**config.mk**
```make
export PLATFORM = sky130hd
export DESIGN_NAME = bf16_mult_arbiter
export DESIGN_NICKNAME = d
export VERILOG_FILES = /design/src/rtl/bf16_mult_arbiter.sv
export SDC_FILE = /design/constraint.sdc
export NUM_CORES = 1
export LEC_CHECK = 0
export BUFFER_PORTS_ARGS = -buffer_cell sky130_fd_sc_hd__buf_2
export CORE_UTILIZATION = 46
export CTS_BUF_LIST = sky130_fd_sc_hd__clkbuf_16
export CTS_CLUSTER_DIAMETER = 40
export DETAILED_ROUTE_END_ITERATION = 12
export GPL_TIMING_DRIVEN = 0
export PLACE_DENSITY_LB_ADDON = 0.25
export SYNTH_ARGS = -nofsm -noshare
export SYNTH_HDL_FRONTEND = slang
export SYNTH_SLANG_ARGS = --single-unit
export TNS_END_PERCENT = 50
```
**constraint.sdc**
```tcl
create_clock -name clk -period 4.8 [get_ports clk]
set_input_delay 0.48 -clock clk [delete_from_list [all_inputs] [get_ports clk]]
set_output_delay 0.48 -clock clk [all_outputs]
set_load 0.03 [all_outputs]
```
**src/rtl/bf16_mult_arbiter.sv**
```systemverilog
// bf16_mult_arbiter
//   Shares one external pipelined bf16 multiplier among N_REQ requesters.
//   A round-robin arbiter grants at most one requester per cycle. The granted
//   operands are registered onto mult_a/mult_b. A {valid, id} tag travels in a
//   shift register that is matched to the multiplier latency, so each product
//   comes back on one tagged response port. Product bits are passed through
//   untouched.
//
// Ports
//   clk, rst         clock, synchronous active-high reset
//   en               issue enable (0 blocks new grants; in-flight ops drain)
//   req_valid        per-requester request
//   req_a, req_b     packed bf16 operands, requester i at [16i+15:16i]
//   req_ready        one-hot grant (or all-zero)
//   mult_a, mult_b   operands to the shared multiplier
//   mult_o           multiplier result, MULT_LAT cycles after mult_a/mult_b
//   rsp_valid        one-cycle response strobe
//   rsp_id, rsp_data owning requester and bf16 product
//   busy             at least one tag stage holds a live operation
module bf16_mult_arbiter #(
  parameter int N_REQ    = 4,
  parameter int ID_W     = 2,
  parameter int MULT_LAT = 2
) (
  input  logic                  clk,
  input  logic                  rst,
  input  logic                  en,
  input  logic [N_REQ-1:0]      req_valid,
  input  logic [N_REQ*16-1:0]   req_a,
  input  logic [N_REQ*16-1:0]   req_b,
  output logic [N_REQ-1:0]      req_ready,
  output logic [15:0]           mult_a,
  output logic [15:0]           mult_b,
  input  logic [15:0]           mult_o,
  output logic                  rsp_valid,
  output logic [ID_W-1:0]       rsp_id,
  output logic [15:0]           rsp_data,
  output logic                  busy
);

  logic [ID_W-1:0] ptr;
  logic [ID_W-1:0] gnt_id;
  logic            xfer;
  logic [ID_W:0]   scan;
  logic [ID_W-1:0] cand;

  // Tag stage s lines up with multiplier register stage s; stage MULT_LAT
  // is aligned with mult_o.
  logic [MULT_LAT:0] tag_vld_p;
  logic [ID_W-1:0]   tag_id_p [MULT_LAT+1];

  // Arbitration: the first requester at or above ptr, wrapping modulo N_REQ.
  // Only asserted requests can be granted, so a grant is always a transfer.
  always_comb begin
    req_ready = '0;
    gnt_id    = '0;
    xfer      = 1'b0;
    scan      = '0;
    cand      = '0;
    for (int k = 0; k < N_REQ; k++) begin
      scan = {1'b0, ptr} + (ID_W+1)'(k);
      if (scan >= (ID_W+1)'(N_REQ)) scan = scan - (ID_W+1)'(N_REQ);
      cand = scan[ID_W-1:0];
      if (!xfer && en && !rst && req_valid[cand]) begin
        xfer   = 1'b1;
        gnt_id = cand;
      end
    end
    if (xfer) req_ready[gnt_id] = 1'b1;
  end

  // Issue stage (p0): operands to the multiplier, tag enters stage 0
  always_ff @(posedge clk) begin
    if (rst) begin
      ptr       <= '0;
      mult_a    <= '0;
      mult_b    <= '0;
      tag_vld_p <= '0;
      rsp_valid <= 1'b0;
      rsp_id    <= '0;
      rsp_data  <= '0;
    end else begin
      if (xfer) begin
        ptr    <= (gnt_id == ID_W'(N_REQ-1)) ? '0 : gnt_id + 1'b1;
        mult_a <= req_a[16*int'(gnt_id) +: 16];
        mult_b <= req_b[16*int'(gnt_id) +: 16];
      end
      tag_vld_p <= {tag_vld_p[MULT_LAT-1:0], xfer};
      // Response stage: capture the product when the aligned tag is live
      rsp_valid <= tag_vld_p[MULT_LAT];
      rsp_id    <= tag_id_p[MULT_LAT];
      if (tag_vld_p[MULT_LAT]) rsp_data <= mult_o;
    end
  end

  // Tag ids are only meaningful next to a set valid bit, so they are not reset.
  always_ff @(posedge clk) begin
    tag_id_p[0] <= gnt_id;
    for (int s = 1; s <= MULT_LAT; s++) tag_id_p[s] <= tag_id_p[s-1];
  end

  assign busy = |tag_vld_p;

endmodule

```
==> flow_summary.html <==
<table>
<tr><th>Metric</th><th>Value</th></tr>
<tr><th colspan="2">Hold path</th></tr>
<tr><td>Worst hold-check path type</td><td>register to register</td></tr>
<tr><th colspan="2">Finish</th></tr>
<tr><td>Number of standard cells in the final layout excluding fillers</td><td>623</td></tr>
<tr><td>Filler cell count in the final layout</td><td>572</td></tr>
<tr><td>Area added between synthesis and finish</td><td>44.1%</td></tr>
<tr><td>Net count reported at finish</td><td>674</td></tr>
<tr><td>Most common cell after layout, fill and taps aside</td><td>sky130_fd_sc_hd__buf_2</td></tr>
<tr><td>Antenna diodes</td><td>0</td></tr>
<tr><td>Layout cell share with drive strength beyond 1</td><td>50.7%</td></tr>
<tr><td>Leading cell types in the layout, fill and taps excluded</td><td>sky130_fd_sc_hd__buf_2 (213), sky130_fd_sc_hd__mux2i_1 (81), sky130_fd_sc_hd__dfxtp_1 (62), sky130_fd_sc_hd__o21bai_1 (32), sky130_fd_sc_hd__a221oi_2 (28)</td></tr>
<tr><td>Post-route design area</td><td>4770 um2</td></tr>
<tr><th colspan="2">Placed design</th></tr>
<tr><td>Detailed Place HPWL</td><td>7.35 mm</td></tr>
<tr><td>Instance count after placement with tap cells included</td><td>607</td></tr>
<tr><td>Count of buffers inserted at the top-level ports</td><td>206</td></tr>
<tr><td>Placed instance area</td><td>4460 um2</td></tr>
<tr><td>Setup WS pre-CTS</td><td>1810 ps</td></tr>
<tr><td>Final RePlAce weighted congestion</td><td>0.845</td></tr>
<tr><th colspan="2">Synthesis</th></tr>
<tr><td>Synthesized instance count</td><td>305</td></tr>
<tr><td>Yosys top cell by area</td><td>sky130_fd_sc_hd__dfxtp_1</td></tr>
<tr><td>Area share of the largest cell type after synthesis</td><td>37.5%</td></tr>
<tr><td>Mapped Area</td><td>3310 um2</td></tr>
<tr><td>Warnings, synthesis</td><td>0</td></tr>
<tr><td>Mux cell area share after synthesis</td><td>24.5%</td></tr>
<tr><td>Sequential cell area fraction in the yosys report</td><td>37.5%</td></tr>
<tr><td>Mean area per synthesized cell</td><td>10.8 um2</td></tr>
<tr><td>Synthesized-area fraction occupied by ao, oa, aoi and oai cells</td><td>23.3%</td></tr>
<tr><td>Largest family of logic cells by synthesized area</td><td>multiplexers</td></tr>
<tr><td>Adder-cell share of the synthesized area</td><td>0.378%</td></tr>
<tr><td>Simple-gate share of the synthesized area</td><td>8.55%</td></tr>
<tr><td>Net Count, Synth</td><td>457</td></tr>
<tr><td>Count of unique library cells instantiated by Yosys</td><td>33</td></tr>
<tr><td>Total of flip-flops plus latches after synthesis</td><td>62</td></tr>
<tr><td>Biggest area contributors in the synthesized netlist</td><td>sky130_fd_sc_hd__dfxtp_1 (38%), sky130_fd_sc_hd__mux2i_1 (25%), sky130_fd_sc_hd__a221oi_2 (13%), sky130_fd_sc_hd__o21bai_1 (7.3%), sky130_fd_sc_hd__nor2_1 (2.7%)</td></tr>
<tr><td>Xor and xnor fraction of the mapped netlist area</td><td>0%</td></tr>
<tr><th colspan="2">Timing</th></tr>
<tr><td>Aggregate negative setup slack</td><td>0 ps</td></tr>
<tr><td>Slew headroom</td><td>57.5%</td></tr>
<tr><td>Final period demand of the worst path</td><td>3080 ps</td></tr>
<tr><td>Total count of hold-check failures in the final report</td><td>0</td></tr>
<tr><td>Unrepaired setup endpoints after global routing</td><td>false</td></tr>
<tr><td>Least setup slack across all paths after layout</td><td>1720 ps</td></tr>
<tr><td>Slew at the pin closest to its max-slew limit</td><td>638 ps</td></tr>
<tr><td>Worst Skew</td><td>4.62 ps</td></tr>
<tr><td># setup viols final</td><td>0</td></tr>
<tr><td>Max frequency</td><td>324 MHz</td></tr>
<tr><td>Post-route fraction of the period consumed by the critical path</td><td>64.3%</td></tr>
<tr><td>Final max-slew violation count</td><td>0</td></tr>
<tr><th colspan="2">Floorplan</th></tr>
<tr><td>Overall die area</td><td>7540 um2</td></tr>
<tr><td>Die Y-Extent</td><td>86.8 um</td></tr>
<tr><td>Initial standard-cell utilization of the core</td><td>48.2%</td></tr>
<tr><td>Top-Level Pins</td><td>207</td></tr>
<tr><td>Core region area</td><td>6870 um2</td></tr>
<tr><td>Die width</td><td>86.8 um</td></tr>
<tr><td>Site row count</td><td>30</td></tr>
<tr><th colspan="2">Power</th></tr>
<tr><td>Max IR drop VDD</td><td>0.190 mV</td></tr>
<tr><td>Power density over the cells</td><td>323 nW/um2</td></tr>
<tr><td>Leakage</td><td>2.71 nW</td></tr>
<tr><th colspan="2">Global routing</th></tr>
<tr><td>Global routing usage on met1</td><td>26.4%</td></tr>
<tr><td>Maximum number of pins on one net before global-route repair</td><td>14</td></tr>
<tr><td>First-pass GRT wire length</td><td>14.9 mm</td></tr>
<tr><td>Vias in the first global route</td><td>3254</td></tr>
<tr><td>GR peak layer</td><td>met2</td></tr>
<tr><td>Global Route met2 Usage</td><td>49.0%</td></tr>
<tr><td>Initial antenna violation count</td><td>0</td></tr>
<tr><td>Aggregate global-route resource usage</td><td>25.6%</td></tr>
<tr><td>Grt ovf</td><td>0</td></tr>
<tr><td>Met3 global-route usage</td><td>7.24%</td></tr>
<tr><th colspan="2">Drt</th></tr>
<tr><td>Post-detailed-routing wire length</td><td>9.35 mm</td></tr>
<tr><td>Routed vias</td><td>3233</td></tr>
<tr><td>Number of design-rule violations left by the first detailed-router iteration</td><td>70</td></tr>
<tr><td>Antenna-violating nets left</td><td>0</td></tr>
<tr><td>DRT Pass-1 Iters</td><td>4</td></tr>
<tr><td>Wire length per cell</td><td>15.0 um</td></tr>
<tr><td>Vias per std cell</td><td>5.19</td></tr>
<tr><td>Number of design rule violations left after detail routing</td><td>0</td></tr>
<tr><th colspan="2">Critical path</th></tr>
<tr><td>Data required time at the worst endpoint</td><td>4320 ps</td></tr>
<tr><td>Crit path arrival time</td><td>2600 ps</td></tr>
<tr><td>Endpoint type of the worst setup path</td><td>output pin</td></tr>
<tr><td>Startpoint kind of the worst setup timing path</td><td>register</td></tr>
<tr><td>Start-to-end type of the worst setup path</td><td>register to output pin</td></tr>
<tr><td>Crit path max fanout</td><td>10</td></tr>
<tr><th colspan="2">CTS</th></tr>
<tr><td>Latest clock arrival within the worst-skew pair</td><td>320 ps</td></tr>
<tr><td>CTS Hold Buffers Added</td><td>0</td></tr>
<tr><td>Number of H-tree branching levels</td><td>3</td></tr>
<tr><td>CTS sink cnt</td><td>62</td></tr>
<tr><td>Root Driver</td><td>sky130_fd_sc_hd__clkbuf_16</td></tr>
<tr><td>Largest buffer count on any clock path</td><td>2</td></tr>
<tr><td>Clock buffer count from CTS</td><td>9</td></tr>
<tr><td>Clock-pin slew reported for the worst setup and hold paths after clock tree synthesis</td><td>60 ps</td></tr>
<tr><td>Buffers inserted by post-CTS timing repair</td><td>0</td></tr>
<tr><td>Number of gates resized after CTS</td><td>0</td></tr>
<tr><td>CTS tree</td><td>built</td></tr>
<tr><th colspan="2">Flow run</th></tr>
<tr><td>Max-cap violation count</td><td>0</td></tr>
<tr><th colspan="2">Run status</th></tr>
<tr><td>Run status</td><td>finished clean</td></tr>
</table>
## power breakdown
group / switching (W) / total [W] / leakage [nW] / internal (W)
Sequential: 0.0000157 / 0.000564 / 0.511 / 0.000548
Combinational: 0.000187 / 0.000323 / 2.05 / 0.000137
Clock: 0.000244 / 0.000652 / 0.148 / 0.000408
Total: 0.000446 / 0.00154 / 2.71 / 0.00109
## final cells by class
| class | instances | area [um2] | area share (%) |
|---|---|---|---|
| tap | 96 | 120 | 2.52 |
| inverter | 4 | 15.0 | 0.315 |
| clock inverter | 7 | 83.8 | 1.76 |
| multi-input combinational | 212 | 1880 | 39.4 |
| buffer | 27 | 174 | 3.65 |
| sequential | 62 | 1240 | 26.0 |
| timing repair buffer | 206 | 1030 | 21.6 |
| clock buffer | 9 | 225 | 4.72 |
## synthesized netlist by cell type (all sizes together)
library cell	number
and2	1
mux2i	81
clkbuf	13
or3	1
or2	1
nor4	2
nand4b	1
and3b	1
nor2	24
a21oi	4
and3	2
buf	14
nor3	3
o21ai	3
nand3	1
nor2b	7
a311o	1
dfxtp	62
inv	4
nand2b	3
o21ba	1
o21bai	32
or4	2
a221oi	34
nand2	5
ha	1
nand3b	1
## cell families after synthesis
group | after synthesis
DFF | 62
buffers and inverters | 31
and+or+nand+nor | 55
AOI/OAI and AO/OA | 75
muxes | 81
adders and majority gates | 1
## final timing paths
check / start / end / slack (ps) / cells past startpoint
setup / recovery: ptr[0] / req_ready[3] / 1720 / 9
hold / removal: tag_id_p[0][0] / tag_id_p[1][0] / 330 / 0
setup reg to reg: ptr[0] / ptr[1] / 2440 / 9
hold reg to reg: tag_id_p[0][0] / tag_id_p[1][0] / 330 / 0
## flip-flops by register name, summed over array words and instances (netlist names)
| name | cells |
|---|---|
| rsp_valid | 1 |
| mult_a | 16 |
| ptr | 2 |
| tag_vld_p | 3 |
| mult_b | 16 |
| rsp_data | 16 |
| rsp_id | 2 |
| tag_id_p | 6 |
## routing by layer
metal / vias up / part of all wire (%)
met5: - / 0
met4: 0 / 1.7
met3: 14 / 6.4
met2: 137 / 53
met1: 1489 / 39
li1: 1593 / -
## per-stage QoR
stage,hold slack (ps),power (W),utilization (%)
floorplan,310,0.000774,-
global placement,310,0.000893,64.9
detailed placement,320,0.000899,64.9
CTS,334,0.00155,69.4
global route,337,0.00160,69.4
finish,334,0.00154,69.4
## worst max-delay path: stages, from the launching register on
cell and delay (ps):
sky130_fd_sc_hd__dfxtp_1 330, sky130_fd_sc_hd__buf_4 170, sky130_fd_sc_hd__inv_2 40, sky130_fd_sc_hd__or4_1 490
sky130_fd_sc_hd__a311o_1 440, sky130_fd_sc_hd__nand2_4 180, sky130_fd_sc_hd__buf_12 160, sky130_fd_sc_hd__ha_1 160
sky130_fd_sc_hd__and2_1 110, sky130_fd_sc_hd__buf_2 190
(Power assumes the default switching activity.)
